## src/rtl/song_sequencer.sv

```systemverilog
// Song sequencer: steps through a small writable table of (period, duration)
// entries and drives a note player, one note at a time, timed by tick strobes.
module song_sequencer #(
    parameter int unsigned PERIOD_W = 8,
    parameter int unsigned DUR_W    = 12,
    parameter int unsigned DEPTH    = 16,
    parameter int unsigned ADDR_W   = 4
) (
    input  logic                i_clk,
    input  logic                i_rst_n,
    input  logic                i_wr_en,
    input  logic [ADDR_W-1:0]   i_wr_addr,
    input  logic [PERIOD_W-1:0] i_wr_period,
    input  logic [DUR_W-1:0]    i_wr_dur,
    input  logic [ADDR_W:0]     i_song_len,
    input  logic                i_loop,
    input  logic                i_start,
    input  logic                i_stop,
    input  logic                i_tick,
    output logic [PERIOD_W-1:0] o_note_period,
    output logic                o_note_en,
    output logic                o_note_new,
    output logic [ADDR_W-1:0]   o_cur_addr,
    output logic                o_busy,
    output logic                o_done
);

    localparam logic [ADDR_W:0] LEN_MAX = (ADDR_W+1)'(DEPTH);

    typedef enum logic [1:0] {StIdle, StFetch, StPlay, StNext} state_e;

    state_e              r_state, w_state_nxt;
    logic [PERIOD_W-1:0] r_tbl_period [DEPTH];
    logic [DUR_W-1:0]    r_tbl_dur    [DEPTH];
    logic [ADDR_W-1:0]   r_cur_addr, w_addr_nxt;
    logic [PERIOD_W-1:0] r_note_period, w_period_nxt;
    logic [DUR_W-1:0]    r_dur_cnt, w_dur_nxt;
    logic                r_note_new, w_new_nxt;
    logic                r_done, w_done_nxt;
    logic [ADDR_W:0]     w_len;
    logic [ADDR_W:0]     w_addr_inc;
    logic [PERIOD_W-1:0] w_tbl_period;
    logic [DUR_W-1:0]    w_tbl_dur;

    // Oversized song lengths are clamped to the table depth.
    assign w_len        = (i_song_len > LEN_MAX) ? LEN_MAX : i_song_len;
    assign w_addr_inc   = {1'b0, r_cur_addr} + (ADDR_W+1)'(1);
    assign w_tbl_period = r_tbl_period[r_cur_addr];
    assign w_tbl_dur    = r_tbl_dur[r_cur_addr];

    // Song table write port; contents survive reset on purpose.
    always_ff @(posedge i_clk) begin
        if (i_wr_en) begin
            r_tbl_period[i_wr_addr] <= i_wr_period;
            r_tbl_dur[i_wr_addr]    <= i_wr_dur;
        end
    end

    // State and captured-note registers.
    always_ff @(posedge i_clk or negedge i_rst_n) begin
        if (!i_rst_n) begin
            r_state       <= StIdle;
            r_cur_addr    <= '0;
            r_note_period <= '0;
            r_dur_cnt     <= '0;
            r_note_new    <= 1'b0;
            r_done        <= 1'b0;
        end else begin
            r_state       <= w_state_nxt;
            r_cur_addr    <= w_addr_nxt;
            r_note_period <= w_period_nxt;
            r_dur_cnt     <= w_dur_nxt;
            r_note_new    <= w_new_nxt;
            r_done        <= w_done_nxt;
        end
    end

    // Next-state logic; stop overrides everything outside IDLE.
    always_comb begin
        w_state_nxt  = r_state;
        w_addr_nxt   = r_cur_addr;
        w_period_nxt = r_note_period;
        w_dur_nxt    = r_dur_cnt;
        w_new_nxt    = 1'b0;
        w_done_nxt   = 1'b0;
        case (r_state)
            StIdle: begin
                if (i_start && !i_stop) begin
                    if (w_len != '0) begin
                        w_state_nxt = StFetch;
                        w_addr_nxt  = '0;
                    end else begin
                        w_done_nxt = 1'b1;
                    end
                end
            end
            StFetch: begin
                if (i_stop) begin
                    w_state_nxt = StIdle;
                end else begin
                    // Capture here so later table writes cannot disturb this note.
                    w_period_nxt = w_tbl_period;
                    w_dur_nxt    = w_tbl_dur;
                    if (w_tbl_dur == '0) begin
                        w_state_nxt = StNext;
                    end else begin
                        w_state_nxt = StPlay;
                        w_new_nxt   = 1'b1;
                    end
                end
            end
            StPlay: begin
                if (i_stop) begin
                    w_state_nxt = StIdle;
                end else if (i_tick) begin
                    if (r_dur_cnt <= DUR_W'(1)) begin
                        w_state_nxt = StNext;
                    end else begin
                        w_dur_nxt = r_dur_cnt - DUR_W'(1);
                    end
                end
            end
            StNext: begin
                if (i_stop) begin
                    w_state_nxt = StIdle;
                end else if (w_addr_inc >= w_len) begin
                    // >= so a song_len shrunk mid-play still ends cleanly.
                    if (i_loop) begin
                        w_state_nxt = StFetch;
                        w_addr_nxt  = '0;
                    end else begin
                        w_state_nxt = StIdle;
                        w_done_nxt  = 1'b1;
                    end
                end else begin
                    w_state_nxt = StFetch;
                    w_addr_nxt  = w_addr_inc[ADDR_W-1:0];
                end
            end
            default: w_state_nxt = StIdle;
        endcase
    end

    assign o_note_period = r_note_period;
    assign o_note_en     = (r_state == StPlay) && (r_note_period != '0);
    assign o_note_new    = r_note_new;
    assign o_cur_addr    = r_cur_addr;
    assign o_busy        = (r_state != StIdle);
    assign o_done        = r_done;

endmodule

```

## config.mk

```make
export PLATFORM = sky130hd
export DESIGN_NAME = song_sequencer
export DESIGN_NICKNAME = d
export VERILOG_FILES = /design/src/rtl/song_sequencer.sv
export SDC_FILE = /design/constraint.sdc
export NUM_CORES = 1
export LEC_CHECK = 0
export CORE_MARGIN = 1
export CORE_UTILIZATION = 55
export CTS_CLUSTER_SIZE = 28
export DETAILED_ROUTE_END_ITERATION = 10
export GPL_TIMING_DRIVEN = 0
export PLACE_DENSITY = 0.73
export SYNTH_ARGS = -nofsm -noshare
export SYNTH_HDL_FRONTEND = slang
export SYNTH_SLANG_ARGS = --single-unit
```

## constraint.sdc

```tcl
create_clock -name i_clk -period 4.5 [get_ports i_clk]
set_clock_uncertainty 0.15 [all_clocks]
set_input_delay 0.9 -clock i_clk [delete_from_list [all_inputs] [get_ports i_clk]]
set_output_delay 0.9 -clock i_clk [all_outputs]
set_load 0.1 [all_outputs]
```

==> qor.yml <==
powerDensity_nw_per_um2: 507
viasPerCell: 6.44
min_period_ps: 4240
final_common_cell: "edfxtp_1"
power_frac_seq: 0.470
core_um2: 24500
worst_skew_pair.late_latency_ps: 520
yosys-top-cells-area: "edfxtp_1, mux4_2, dfrtp_1, a22oi_1, ha_1"
netSwitchingFraction: 0.279
cts.sinks: 348
drt-total-wl_um: 30800
rr_worst_depth: 10
dieArea_um2: 25800
diodes: 0
slew_viol_final: 0
grt_pass1_wl_um: 46500
synth_nets: 743
worst_ep_arrival_time_ps: 3190
syn_area_um2: 13900
tritoncts: "done"
gp_congestion: 0.903
drive_gt1_frac: 0.225
layout_common_cells: "edfxtp_1, mux4_2, clkdlybuf4s50_1, clkbuf_16, dfrtp_1"
postRouteAntennaNets: 0
place_ws_ps: 108
p_leak_nw: 5.14
p_clk_frac: 0.336
critPathLaunchType: "flip-flop"
dpl-instance-area_um2: 15000
drc_errors: 0
wire_per_inst_um: 27.1
tightestPinTransition_ps: 1010
antenna_found_initial: 0
syn_to_final_growth_pct: 16.2
grt_max_degree: 29
switchingPower_mw: 2.28
crit_required_ps: 3450
grtUsageTotal: 0.248
io_pins: 52
crit_path_end_kind: "primary output"
placementRows: 57
drtIter0Drc: 1002
power.internal_mw: 5.89
overflow: 0
syn_inst: 695
synth-seq-cells: 348
rsz0062_at_grt: "false"
status: "finished, final reports clean"
final_core_utilization: 0.657
synth_top_area_frac: 0.693
die_y_um: 161
initial_core_util: 0.565
htreeDepth: 2
first_pass_iters: 5
die_w_um: 161
path_max_fanout: 10
vias: 7333
nNetsFinal: 841
synth-edff-count: 320
synth_cell_types: 48
maxCapViolations: 0
syn_area_per_cell_um2: 19.9
peakVddDrop_uv: 534
hold_viol: 0
yosys_warnings: 0
combPwrFrac: 0.194
cts-root-buf: "clkbuf_16"
clk_pin_slew_ps: 60
synth.largest_area_cell: "edfxtp_1"
dp.final_hpwl_um: 19000
fillers: 1578
path_class: "flip-flop to primary output"
finalSetupViolations: 0
synth.yosys.seq_area_share: 0.744
asyncSetResetFlopFracSynth: 0.0805
grt_pass1_vias: 7555
hp-class: "input port to async pin"
stdcell_area_um2: 16100
fin_crit_sh: 0.941
fmax_mhz: 236
portBuffers: 50
fin_ws_ps: 264
post_cts_buffers: 0
clockBufferDepth: 3
slew_headroom: 0.325
synth_ff_type: "edfxtp_1"
cts_made_buffers: 35
-- cells in the mapped netlist (6+ instances only) --
library cell / count
a22oi_1: 20
a211oi_1: 6
o22ai_1: 6
nor3_1: 9
nor4_1: 7
mux2_2: 9
nor2_1: 29
edfxtp_1: 320
buf_2: 7
o21ai_1: 10
mux4_2: 88
a21oi_1: 14
inv_1: 11
clkbuf_1: 17
nand3_1: 12
ha_1: 12
nand2_1: 21
dfrtp_1: 28
nor2b_1: 10
-- cells by family (layout without fill, tap and decap cells) --
kind of cell | after synthesis | count (layout) | share of synthesized area
XOR/XNOR | 2 | 2 | 0.00126
buffers and inverters | 43 | 163 | 0.0131
AND/OR/NAND/NOR | 109 | 109 | 0.0392
multiplexers | 104 | 104 | 0.156
AO/OA/AOI/OAI | 77 | 77 | 0.0365
adder cells (fa/ha/maj) | 12 | 12 | 0.0108
flip-flops | 348 | 348 | 0.744
-- final timing paths --
| path | from | end | slack, ps |
|---|---|---|---|
| max in group asynchronous | i_rst_n | o_cur_addr[3]$_DFFE_PN0P_ | 3520 |
| worst min register to register | o_note_period[2]$_DFFE_PN0P_ | o_note_period[2]$_DFFE_PN0P_ | 400 |
| worst max register to register | o_cur_addr[1]$_DFFE_PN0P_ | o_cur_addr[0]$_DFFE_PN0P_ | 530 |
| min in group i_clk | o_note_period[2]$_DFFE_PN0P_ | o_note_period[2]$_DFFE_PN0P_ | 400 |
| worst min-delay path | i_rst_n | o_cur_addr[0]$_DFFE_PN0P_ | 260 |
| worst max-delay path | r_state[0]$_DFFE_PN0P_ | o_note_en | 260 |
-- flip-flops by register name, indices dropped and copies added, names as in the netlist --
signal	cells
r_tbl_dur	192
r_tbl_period	128
r_dur_cnt	12
o_note_period	8
o_cur_addr	4
r_state	2
o_done	1
o_note_new	1
-- through the flow --
| step | hold WS [ps] | cells | TNS [ps] | total power [mW] |
|---|---|---|---|---|
| 2_1_floorplan | 346 | 695 | 0 | 5.04 |
| 3_3_place_gp | 368 | 1069 | -63540 | 5.41 |
| 3_5_place_dp | 378 | 1081 | 0 | 5.49 |
| 4_1_cts | 400 | 1140 | 0 | 8.20 |
| 5_1_grt | 307 | 1139 | 0 | 8.43 |
| 6_report | 264 | 1139 | 0 | 8.17 |
-- area by class of cell --
type / instances / area [um^2] / share of cell area
clock inverters: 16 / 141 / 0.00878
multi-input cells: 304 / 3460 / 0.215
repair buffers: 62 / 686 / 0.0426
plain buffers: 29 / 131 / 0.00815
well taps: 324 / 405 / 0.0252
flip-flops and latches: 348 / 10300 / 0.640
inverters: 13 / 48.8 / 0.00303
clock buffers: 43 / 927 / 0.0575
-- power by group through the flow --
| stage | Sequential, mW | Combinational (mW) | Clock (mW) |
|---|---|---|---|
| floorplan | 4.18 | 0.868 | 0 |
| global placement | 3.89 | 1.52 | 0 |
| detailed placement | 3.90 | 1.59 | 0 |
| CTS | 3.84 | 1.59 | 2.76 |
| global route | 3.86 | 1.69 | 2.89 |
| finish | 3.84 | 1.59 | 2.74 |
-- worst max-delay path: stages, from the launching register on --
cell            delay, ps
dfrtp_1               410
inv_1                 120
ha_1                  200
clkbuf_1              390
clkbuf_1              480
a21boi_0              260
dlymetal6s2s_1        800
-- per-layer routing --
layer  share of wire  routed length (um)  global-route usage  vias to the layer above
met3           0.089                2730              0.0473                       58
met2            0.47               14400               0.384                      385
met4           0.024                 755              0.0738                        0
met5               0                   0                   0                        -
li1                -                   -                   -                     3084
met1            0.42               12900               0.366                     3806
-- repair_timing --
action                                  4_1_cts  5_1_grt
resized for setup                             0        5
endpoints found under the setup margin        0        6
hold buffers                                  0        0
Power figures use the tool's default switching activity.
